--- config.mk ---
export PLATFORM = sky130hd
export DESIGN_NAME = fpaddsub_arbiter
export DESIGN_NICKNAME = d
export VERILOG_FILES = /design/src/rtl/fpaddsub_arbiter.sv
export SDC_FILE = /design/constraint.sdc
export NUM_CORES = 1
export LEC_CHECK = 0
export ABC_AREA = 1
export BUFFER_PORTS_ARGS = -buffer_cell sky130_fd_sc_hd__buf_2
export CORE_UTILIZATION = 30
export CTS_BUF_LIST = sky130_fd_sc_hd__clkbuf_8
export DETAILED_ROUTE_END_ITERATION = 10
export SYNTH_ARGS = -nofsm -noshare
export SYNTH_HDL_FRONTEND = slang
export SYNTH_SLANG_ARGS = --single-unit
--- constraint.sdc ---
create_clock -name clk -period 2.2 [get_ports clk]
set_input_delay 0.22 -clock clk [delete_from_list [all_inputs] [get_ports clk]]
set_output_delay 0.22 -clock clk [all_outputs]
set_load 0.1 [all_outputs]
--- src/rtl/fpaddsub_arbiter.sv ---
// rtl/fpaddsub_arbiter.sv - two-requester round-robin issue sequencer for a shared pipelined FP add/sub unit
module fpaddsub_arbiter #(
  parameter int LAT = 4
) (
  input  logic        clk,
  input  logic        rst_n,
  input  logic        en,
  input  logic        req_valid_0,
  input  logic        req_valid_1,
  output logic        req_ready_0,
  output logic        req_ready_1,
  input  logic [31:0] req_a_0,
  input  logic [31:0] req_b_0,
  input  logic [31:0] req_a_1,
  input  logic [31:0] req_b_1,
  input  logic        req_op_0,
  input  logic        req_op_1,
  output logic [31:0] u_a,
  output logic [31:0] u_b,
  output logic        u_opmode,
  output logic [3:0]  u_alumode,
  output logic        u_valid,
  input  logic [31:0] u_z,
  output logic [31:0] res_z,
  output logic        res_valid_0,
  output logic        res_valid_1,
  output logic [4:0]  inflight
);

  localparam logic [3:0] ALU_ADD = 4'b0000;
  localparam logic [3:0] ALU_SUB = 4'b0011;

  // priority pointer: requester that wins the next tie
  logic pri;
  // owner of the operation currently on the unit inputs
  logic u_owner;
  // tag pipeline tracking issued operations through the unit latency
  logic [LAT-1:0] tag_valid;
  logic [LAT-1:0] tag_owner;

  logic hs_0;
  logic hs_1;
  logic hs;
  logic tag_exit;
  logic res_any;

  // grant selection; reset and enable gate every grant
  always_comb begin
    req_ready_0 = 1'b0;
    req_ready_1 = 1'b0;
    if (rst_n && en) begin
      if (req_valid_0 && (!req_valid_1 || !pri)) begin
        req_ready_0 = 1'b1;
      end else if (req_valid_1) begin
        req_ready_1 = 1'b1;
      end
    end
  end

  assign hs_0     = req_valid_0 & req_ready_0;
  assign hs_1     = req_valid_1 & req_ready_1;
  assign hs       = hs_0 | hs_1;
  assign tag_exit = tag_valid[LAT-1];
  assign res_any  = res_valid_0 | res_valid_1;

  // round-robin pointer flips to the other requester after each handshake
  always_ff @(posedge clk or negedge rst_n) begin
    if (!rst_n) begin
      pri <= 1'b0;
    end else if (hs_0) begin
      pri <= 1'b1;
    end else if (hs_1) begin
      pri <= 1'b0;
    end
  end

  // issue register: load operands from the granted requester, hold otherwise
  always_ff @(posedge clk or negedge rst_n) begin
    if (!rst_n) begin
      u_a       <= 32'd0;
      u_b       <= 32'd0;
      u_opmode  <= 1'b0;
      u_alumode <= ALU_ADD;
      u_valid   <= 1'b0;
      u_owner   <= 1'b0;
    end else begin
      u_valid <= hs;
      if (hs_0) begin
        u_a       <= req_a_0;
        u_b       <= req_b_0;
        u_opmode  <= req_op_0;
        u_alumode <= req_op_0 ? ALU_SUB : ALU_ADD;
        u_owner   <= 1'b0;
      end else if (hs_1) begin
        u_a       <= req_a_1;
        u_b       <= req_b_1;
        u_opmode  <= req_op_1;
        u_alumode <= req_op_1 ? ALU_SUB : ALU_ADD;
        u_owner   <= 1'b1;
      end
    end
  end

  // tag shift register aligned so its last stage coincides with a valid U_Z
  always_ff @(posedge clk or negedge rst_n) begin
    if (!rst_n) begin
      tag_valid <= '0;
      tag_owner <= '0;
    end else begin
      tag_valid[0] <= u_valid;
      tag_owner[0] <= u_owner;
      for (int i = 1; i < LAT; i++) begin
        tag_valid[i] <= tag_valid[i-1];
        tag_owner[i] <= tag_owner[i-1];
      end
    end
  end

  // result capture: U_Z is only taken when a live tag leaves the pipeline
  always_ff @(posedge clk or negedge rst_n) begin
    if (!rst_n) begin
      res_z       <= 32'd0;
      res_valid_0 <= 1'b0;
      res_valid_1 <= 1'b0;
    end else begin
      res_valid_0 <= tag_exit & ~tag_owner[LAT-1];
      res_valid_1 <= tag_exit &  tag_owner[LAT-1];
      if (tag_exit) begin
        res_z <= u_z;
      end
    end
  end

  // outstanding count: up on handshake, down on delivered result
  always_ff @(posedge clk or negedge rst_n) begin
    if (!rst_n) begin
      inflight <= 5'd0;
    end else begin
      case ({hs, res_any})
        2'b10:   inflight <= inflight + 5'd1;
        2'b01:   inflight <= inflight - 5'd1;
        default: inflight <= inflight;
      endcase
    end
  end

endmodule

==> impl_metrics.ini, run 1 <==
[clock_network]
htreeDepth = 4
cts_sinks = 115
cts_tree = built
insertion_delay_ps = 430
cts_root_buffer = clkbuf_8
clockBufferDepth = 2
clk_pin_slew_ps = 70
cts_setup_buffers = 0
numCtsBuffers = 17

[power]
p_leak_nw = 4.08
p_clk_share_pct = 21.2
pwr-share-comb_pct = 50.2
p_seq_share_pct = 28.6
power_density_mw_per_mm2 = 1340
peakVddDrop_v = 0.000635
p_sw_share_pct = 53.3
power_switching_mw = 5.31
intPower_mw = 4.65

[route]
wl_per_cell_um = 12.2
vias = 4828
dr.pass1.iters = 4
drc = 0
ant_nets = 0
drt-total-wl_um = 14300
drt-initial-drc-count = 138
via_per_inst = 4.14

[worst_setup_path]
worstSetupStartpoint = rst_n
arrival_ps = 1870
crit_type = in2out
reg2reg_depth = 16
required_ps = 1980
worst-path-max-fanout = 68
start_kind = input pin
crit_path_end_kind = output port
timing.rr.start = pri

[sta]
hold_viol_final = 0
rsz0062_at_grt = false
tns_ps = 0
worst_pin_slew_ps = 770
min_period_ps = 2090
fin_crit_sh_pct = 95.0
finalMaxSlewViolations = 0
fin_worst_skew_ps = 12.1
finalSetupViolCount = 0
max-slew-margin-rel_pct = 48.7
max_freq_mhz = 479

[die]
io_pins = 278
die_w_um = 132
initial_core_util_pct = 30.7
fp.dieH_um = 132
core_area_mm2 = 0.0166
rows = 47
die-area_mm2 = 0.0175

[placed_design]
portBuffers = 275
post-dp-hpwl_um = 9960
placed_area_mm2 = 0.00665
globalplace.congestion = 0.754

[final_layout]
area_growth_pct = 45.9
mostFrequentLayoutCell = buf_2
final_util_pct = 44.8
final_area_mm2 = 0.00743
final-seq-area_mm2 = 0.00288
drive_gt1_share_pct = 34.5
multi_input_area_mm2 = 0.00173
nFillCells = 1658
finalNetCount = 1106
mostFrequentLayoutCells = 272 x buf_2, 184 x nand2_1, 132 x nor2_1
antennaDiodeCount = 0

[min_path]
hp-class = in2reg
hold_start = u_z[20]
hold_path_depth = 3

[synth]
yosysTopAreaCellShare_pct = 56.5
synth_top_cell_by_area = dfrtp_1
synth.distinct_cells = 25
synth_warnings = 0
synthesis.area_mm2 = 0.00509
netlist_instances = 630
synth_sequential_area_ratio_pct = 56.5
synthTopCellsByArea = dfrtp_1 57%, nand2_1 14%, nor2_1 9.7%
ys_seq_elements = 115
post_synth.cell_area_avg_um2 = 8.08

[global_route]
grtUsageTotal_pct = 16.8
grt_pass1_wl_um = 22700
antenna_found_initial = 0
grt_overflow = 0
grt_max_degree = 69
grt_pass1_vias = 4618

[job]
drv_cap = 0

[run_status]
outcome = finished, final reports clean
through the flow:
step	power, mW	instances	setup WS (ps)	hold slack [ps]
4_1_cts	10.1	1167	37.2	1.43
6_report	9.96	1167	110	38.7
3_3_place_gp	7.80	1102	207	292
5_1_grt	10.4	1167	5.41	10.5
3_5_place_dp	7.84	1102	154	286
2_1_floorplan	6.94	631	121	-75.6
final cells by class:
class / count / area share [%]
multi-input cells: 406 / 23.3
clock inverters: 13 / 2.24
flip-flops and latches: 115 / 38.8
clock buffers: 19 / 3.52
well taps: 220 / 3.70
repair buffers: 317 / 24.6
inverters: 77 / 3.89
kinds of logic after synthesis:
group / Yosys count / share of synthesized area (%)
adder cells (fa/ha/maj): 5 / 1.38
XOR/XNOR: 2 / 0.344
other: 1 / 0.0736
AND/OR/NAND/NOR: 329 / 25.0
flip-flops: 115 / 56.5
buffers and inverters: 110 / 9.98
AO/OA/AOI/OAI: 68 / 6.68
layer usage:
metal  wire (µm)  track usage, %  share of wire, %
met1        6430            19.8                45
met2        6780            28.6                47
met3         892            5.61               6.2
met4         174            5.62               1.2
met5           0               0                 0
power by group through the flow:
stage                     sequential, mW  combinational, mW  clock, mW
after global placement              2.87               4.94          0
after global routing                2.91               5.21       2.28
after floorplan                     6.16              0.779          0
after detailed placement            2.88               4.96          0
final                               2.85               5.00       2.12
after CTS                           2.85               5.00       2.20
flip-flops by register name, summed over array words and instances (netlist names):
| register | flops |
|---|---|
| res_valid_0 | 1 |
| tag_valid | 4 |
| u_b | 32 |
| res_z | 32 |
| u_valid | 1 |
| tag_owner | 4 |
| u_a | 32 |
| u_alumode | 1 |
| res_valid_1 | 1 |
| inflight | 5 |
| pri | 1 |
| u_owner | 1 |
synth_stat cells:
cell type  instances
nand3_1            3
clkbuf_1          12
nor2_2             1
inv_2              1
nand2_4            1
dfrtp_1          115
nand3b_1           1
buf_6              9
or2_2              2
fa_1               1
o21ai_1           13
nand4_1            1
nor2_1           132
buf_2              7
o21ai_0           54
buf_4              5
xor2_1             1
nand2_1          184
nor2_4             1
inv_1             76
ha_1               4
a21oi_1            1
conb_1             1
nand2_2            3
xnor2_1            1
final timing paths:
check | endpoint | slack [ps]
min in group asynchronous | u_a[13] | 460
max in group asynchronous | res_z[14] | 510
worst min register to register | tag_owner[2] | 350
worst max-delay path | req_ready_1 | 110
worst max register to register | inflight[4] | 270
worst min-delay path | res_z[20] | 40
critical path: stages:
cell	delay (ps)
dlygate4sd3_1	580
buf_4	180
nand2_2	120
nor2_4	50
nand2_4	60
buf_8	310
inv_1	130
buf_12	190
what timing repair did:
item                                    4_1_cts  5_1_grt
endpoints found under the setup margin        1        3
endpoints found under the hold margin        88        0
resized for setup                             1        6
hold buffers                                 33        0
pin swaps                                     0        0
Note: power is estimated with default switching activity, not from simulation.
==> inputs of run 2 (changes only) <==
--- a/config.mk
+++ b/config.mk
@@ -5,7 +5,6 @@
 export SDC_FILE = /design/constraint.sdc
 export NUM_CORES = 1
 export LEC_CHECK = 0
-export ABC_AREA = 1
 export BUFFER_PORTS_ARGS = -buffer_cell sky130_fd_sc_hd__buf_2
 export CORE_UTILIZATION = 30
 export CTS_BUF_LIST = sky130_fd_sc_hd__clkbuf_8
==> impl_metrics.ini, run 2 <==
[run_status]
outcome = finished, final reports clean

[synth]
synth_fa_ha_area_share_pct = 1.50
yosysTopAreaCellShare_pct = 61.8
ys.flop_type = dfrtp_1
synthTopCellsByArea = dfrtp_1 62%, nor2_1 10%, o22ai_1 8.7%
synth_edf_count = 0
ys_async_sr_fraction_pct = 100
synth.distinct_cells = 39
synth-xor-area-share_pct = 0.564
synth_mux_area_share_pct = 7.95
synthesis.area_mm2 = 0.00466
synth_top_cell_by_area = dfrtp_1
synth_sequential_area_ratio_pct = 61.8
ys_seq_elements = 115
synth_top_family_by_area = simple AND/OR/NAND/NOR gates
synth_warnings = 0
post_synth.cell_area_avg_um2 = 11.1
synth_compound_area_share_pct = 10.8
synthTopCellsByCount = 130 x nor2_1, 115 x dfrtp_1, 65 x o22ai_1, 32 x mux2_2, 12 x buf_2
synthSimpleGateAreaFrac_pct = 12.7
netlist_instances = 419
yosysMostFrequentCell = nor2_1

[global_route]
grtUsageMet1_pct = 19.1
grt_overflow = 0
grt_max_degree = 69
met3_usage_pct = 3.88
top_usage_layer = met2
grt_use_met2_pct = 27.2
grtUsageTotal_pct = 15.8
grt_pass1_vias = 4036
grt_pass1_wl_um = 19600
antenna_found_initial = 0

[worst_setup_path]
worstSetupStartpoint = pri
cp_slowest_stage_delay_ps = 460
r2r-end = inflight[4]
path_cells = inv_2 -> a21o_4 -> inv_8 -> nor2_4 -> ha_4 -> buf_4 -> buf_4 -> or3b_2 -> o311a_1 -> nand3_2 -> o311ai_1
timing.rr.start = pri
required_ps = 2490
worst-path-max-fanout = 6
crit_path_end_kind = register
crit_type = reg2reg
crit_path_frequent_cell = buf_4
arrival_ps = 2440
rrSetupSlack_ps = 50
cp_slowest_cell = or3b_2
reg2reg_depth = 11
start_kind = register
worstSetupEndpoint = inflight[4]

[die]
fp.dieH_um = 127
die_w_um = 127
rows = 45
die-area_mm2 = 0.0160
initial_core_util_pct = 30.7
io_pins = 278
core_area_mm2 = 0.0152

[sta]
finalMaxSlewViolations = 0
rsz0062_at_grt = true
worst_pin_slew_ps = 848
tns_ps = 0
max_freq_mhz = 464
min_period_ps = 2150
max-slew-margin-rel_pct = 43.4
fin_worst_skew_ps = 12.0
fin_crit_sh_pct = 97.9
fin_ws_ps = 46.1
hold_ws_ps = 35.0
hold_viol_final = 0
finalSetupViolCount = 0

[clock_network]
insertion_delay_ps = 420
clockBufferDepth = 2
clk_pin_slew_ps = 70
cts_root_buffer = clkbuf_8
cts_sinks = 115
htreeDepth = 4
cts_tree = built
numCtsBuffers = 17

[placed_design]
dp_slack_ps = -30.8
post-dp-hpwl_um = 8890
placed_area_mm2 = 0.00621
portBuffers = 275
dp.cells = 860
globalplace.congestion = 0.774

[final_layout]
final_util_pct = 45.2
final_cells = 911
area_growth_pct = 47.6
final_area_mm2 = 0.00688
finalNetCount = 882
drive_gt1_share_pct = 50.2
antennaDiodeCount = 0
mostFrequentLayoutCells = 272 x buf_2, 130 x nor2_1, 113 x dfrtp_1
mostFrequentLayoutCell = buf_2
top_regs = res_z: 32 flops, u_a: 32 flops, u_b: 32 flops

[route]
wl_per_cell_um = 13.8
drc = 0
dr.pass1.iters = 4
vias = 4153
via_per_inst = 4.56
drt-total-wl_um = 12600
drt-initial-drc-count = 133
ant_nets = 0

[power]
fin_total_pwr_mw = 10.6
p_leak_nw = 3.34
peakVddDrop_v = 0.000709
power_density_mw_per_mm2 = 1540

[job]
drv_cap = 0

[min_path]
hp-class = in2reg
[run 2: changes by cell type in the layout (fill, tap and decap cells not counted), sizes merged, moves of 2 or more]
cell and change:
a21o +3, clkinvlp +3, dlygate4sd3 -17, inv -74, mux2 +32, nand2 -185
nor2 -3, nor2b +2, o21a +2, o21ai -62, o22ai +65
[run 2: worst min-delay path by stage]
stage                       startpoint            to  slack, ps  cells past startpoint
final                          u_z[29]     res_z[29]         30                      2
after global routing           u_z[11]     res_z[11]          8                      2
after CTS                      u_z[16]     res_z[16]          3                      2
after detailed placement  tag_owner[0]  tag_owner[1]        340                      0
after global placement    tag_valid[2]  tag_valid[3]        330                      0
after floorplan                  rst_n   inflight[0]        -80                      0
[run 2: timing repair]
item | 4_1_cts | 5_1_grt
resized for setup | 1 | 1
hold buffers | 15 | 1
pin swaps | 1 | 2
setup buffers | 2 | 1
setup endpoints to repair | 1 | 2
hold endpoints to repair | 61 | 1
[run 2: kinds of logic after synthesis]
group | count (synthesis)
adders and majority gates | 5
xor gates and xnor gates | 3
DFF | 115
muxes | 33
other | 1
buffers and inverters | 37
AOI/OAI and AO/OA | 78
and+or+nand+nor | 147
[run 2: power breakdown]
group	switching, mW	internal (mW)
Sequential	0.296	2.64
Combinational	4.51	0.902
Clock	0.877	1.41
Total	5.68	4.94
[run 2: worst max-delay path, delay by kind of cell (launching register included)]
family / cells / cell delay [ps]
and+or+nand+nor: 3 / 590
AOI/OAI and AO/OA: 3 / 480
buffers and inverters: 4 / 360
DFF: 1 / 410
adders and majority gates: 1 / 180
[run 2: layout make-up]
class | count | area (µm²)
Clock buffer | 19 | 262
Clock inverter | 13 | 206
Fill cell | 1460 | 8330
Inverter | 7 | 40.0
Multi-Input combinational cell | 268 | 1610
Sequential cell | 115 | 2880
Tap cell | 188 | 235
Timing Repair Buffer | 301 | 1640
[run 2: metal layers]
metal | vias up | share of wire, %
met5 | - | 0
li1 | 2017 | -
met4 | 0 | 1.5
met3 | 13 | 5.6
met2 | 180 | 49
met1 | 1943 | 44
==> inputs of run 3 (changes only) <==
--- a/config.mk
+++ b/config.mk
@@ -5,10 +5,12 @@
 export SDC_FILE = /design/constraint.sdc
 export NUM_CORES = 1
 export LEC_CHECK = 0
+export ABC_CLOCK_PERIOD_IN_PS = 2200
 export BUFFER_PORTS_ARGS = -buffer_cell sky130_fd_sc_hd__buf_2
 export CORE_UTILIZATION = 30
 export CTS_BUF_LIST = sky130_fd_sc_hd__clkbuf_8
 export DETAILED_ROUTE_END_ITERATION = 10
+export SETUP_SLACK_MARGIN = 0.3
 export SYNTH_ARGS = -nofsm -noshare
 export SYNTH_HDL_FRONTEND = slang
 export SYNTH_SLANG_ARGS = --single-unit
==> impl_metrics.ini, run 3 (synthesis results as in run 2) <==
[sta]
rsz0062_at_grt = true
max-slew-margin-rel_pct = 45.4
hold_viol_final = 0
finalSetupViolCount = 0
worst_pin_slew_ps = 819
max_freq_mhz = 482
finalMaxSlewViolations = 0
fin_crit_sh_pct = 94.4
fin_worst_skew_ps = 12.5
hold_ws_ps = 2.14
min_period_ps = 2080
fin_ws_ps = 124

[global_route]
antenna_found_initial = 0
grt_max_degree = 67
grtUsageTotal_pct = 16.3
grt_pass1_wl_um = 20000
grt_pass1_vias = 4146
grt_overflow = 0

[power]
fin_total_pwr_mw = 10.4
peakVddDrop_v = 0.000574
power_density_mw_per_mm2 = 1500
p_leak_nw = 3.39

[placed_design]
post-dp-hpwl_um = 9150
portBuffers = 275
dp_slack_ps = -11.8
dp.cells = 860
globalplace.congestion = 0.782
placed_area_mm2 = 0.00622

[route]
via_per_inst = 4.52
vias = 4176
drt-initial-drc-count = 155
wl_met1_um = 5420
wl_per_cell_um = 14.0
route.met2.wl_um = 6460
routed.top_layer = met4
dr.pass1.iters = 4
drt-total-wl_um = 12900
dr_wl_met3_um = 857
ant_nets = 0
drc = 0

[clock_network]
clk_pin_slew_ps = 70
clockBufferDepth = 2
cts_sinks = 115
htreeDepth = 4
cts_root_buffer = clkbuf_8
cts_tree = built
insertion_delay_ps = 420
numCtsBuffers = 17

[worst_setup_path]
worst-path-max-fanout = 5
r2r-end = inflight[4]
crit_type = reg2reg
required_ps = 2500
reg2reg_depth = 10
timing.rr.start = pri
start_kind = register
crit_path_end_kind = register
rrSetupSlack_ps = 120
arrival_ps = 2380
worstSetupStartpoint = pri

[die]
die_w_um = 127
io_pins = 278
fp.dieH_um = 127
die-area_mm2 = 0.0160
initial_core_util_pct = 30.7
core_area_mm2 = 0.0152
rows = 45

[min_path]
hp-class = in2async

[final_layout]
drive_gt1_share_pct = 50.1
mostFrequentLayoutCell = buf_2
antennaDiodeCount = 0
top_regs = res_z: 32 flops, u_a: 32 flops, u_b: 32 flops
nFillCells = 1459
mostFrequentLayoutCells = 272 x buf_2, 130 x nor2_1, 112 x dfrtp_1
finalNetCount = 894
final_cells = 923
final_area_mm2 = 0.00695
area_growth_pct = 49.2

[job]
drv_cap = 0

[run_status]
outcome = finished, final reports clean
run 3: cell count changes in the layout (fill, tap and decap cells not counted), moves of 2 or more:
cell	before	now
clkinvlp_4	5	1
buf_4	11	14
bufinv_16	5	3
clkinv_2	3	6
dlygate4sd3_1	16	24
inv_1	3	5
run 3: timing repair:
action	CTS	global route
pin swaps	5	3
hold endpoints to repair	69	4
buffers inserted	4	3
cloned	0	0
resized for setup	4	2
setup endpoints to repair	3	2
hold buffers	20	4
run 3: area by class of cell:
class | instances | area [µm²] | share of cell area, %
repair buffers | 313 | 1760 | 25.3
clock buffers | 20 | 275 | 3.96
flip-flops and latches | 115 | 2890 | 41.5
multi-input cells | 268 | 1620 | 23.3
clock inverters | 12 | 139 | 2.00
inverters | 7 | 40.0 | 0.576
well taps | 188 | 235 | 3.38
run 3: per-stage QoR:
step | utilization [%] | setup TNS (ps)
after floorplan | - | 0
after global placement | 40.9 | 0
after detailed placement | 40.9 | -11.8
after CTS | 45.2 | 0
after global routing | 45.7 | -2.67
final | 45.7 | 0
run 3: worst max-delay path, stage by stage (launching register included):
cell and delay [ps]:
dfrtp_1 420, inv_2 70, a21o_4 140, inv_8 30
nor2_4 110, ha_4 180, ha_4 210, nor2b_1 150
or4_1 460, nand3_1 100, o311ai_1 90
run 3: where the power goes:
part	switching, mW	leakage [nW]	internal [mW]
combinational	4.51	1.86	0.928
clock	0.829	0.221	1.19
sequential	0.298	1.31	2.64
total	5.64	3.39	4.76
run 3: how the worst max path moves through the flow:
| stage | end | slack, ps | cells after the start |
|---|---|---|---|
| 2_1_floorplan | inflight[4] | 10 | 7 |
| 3_3_place_gp | inflight[4] | 40 | 10 |
| 3_5_place_dp | inflight[4] | -10 | 10 |
| 4_1_cts | inflight[4] | 120 | 10 |
| 5_1_grt | inflight[4] | -3 | 10 |
| 6_report | inflight[4] | 120 | 10 |
run 3: routing by layer:
| layer | vias to the layer above | GRT usage, % |
|---|---|---|
| li1 | 2044 | - |
| met1 | 1940 | 18.6 |
| met2 | 180 | 28.5 |
| met3 | 12 | 5.48 |
| met4 | 0 | 6.02 |
| met5 | - | 0 |
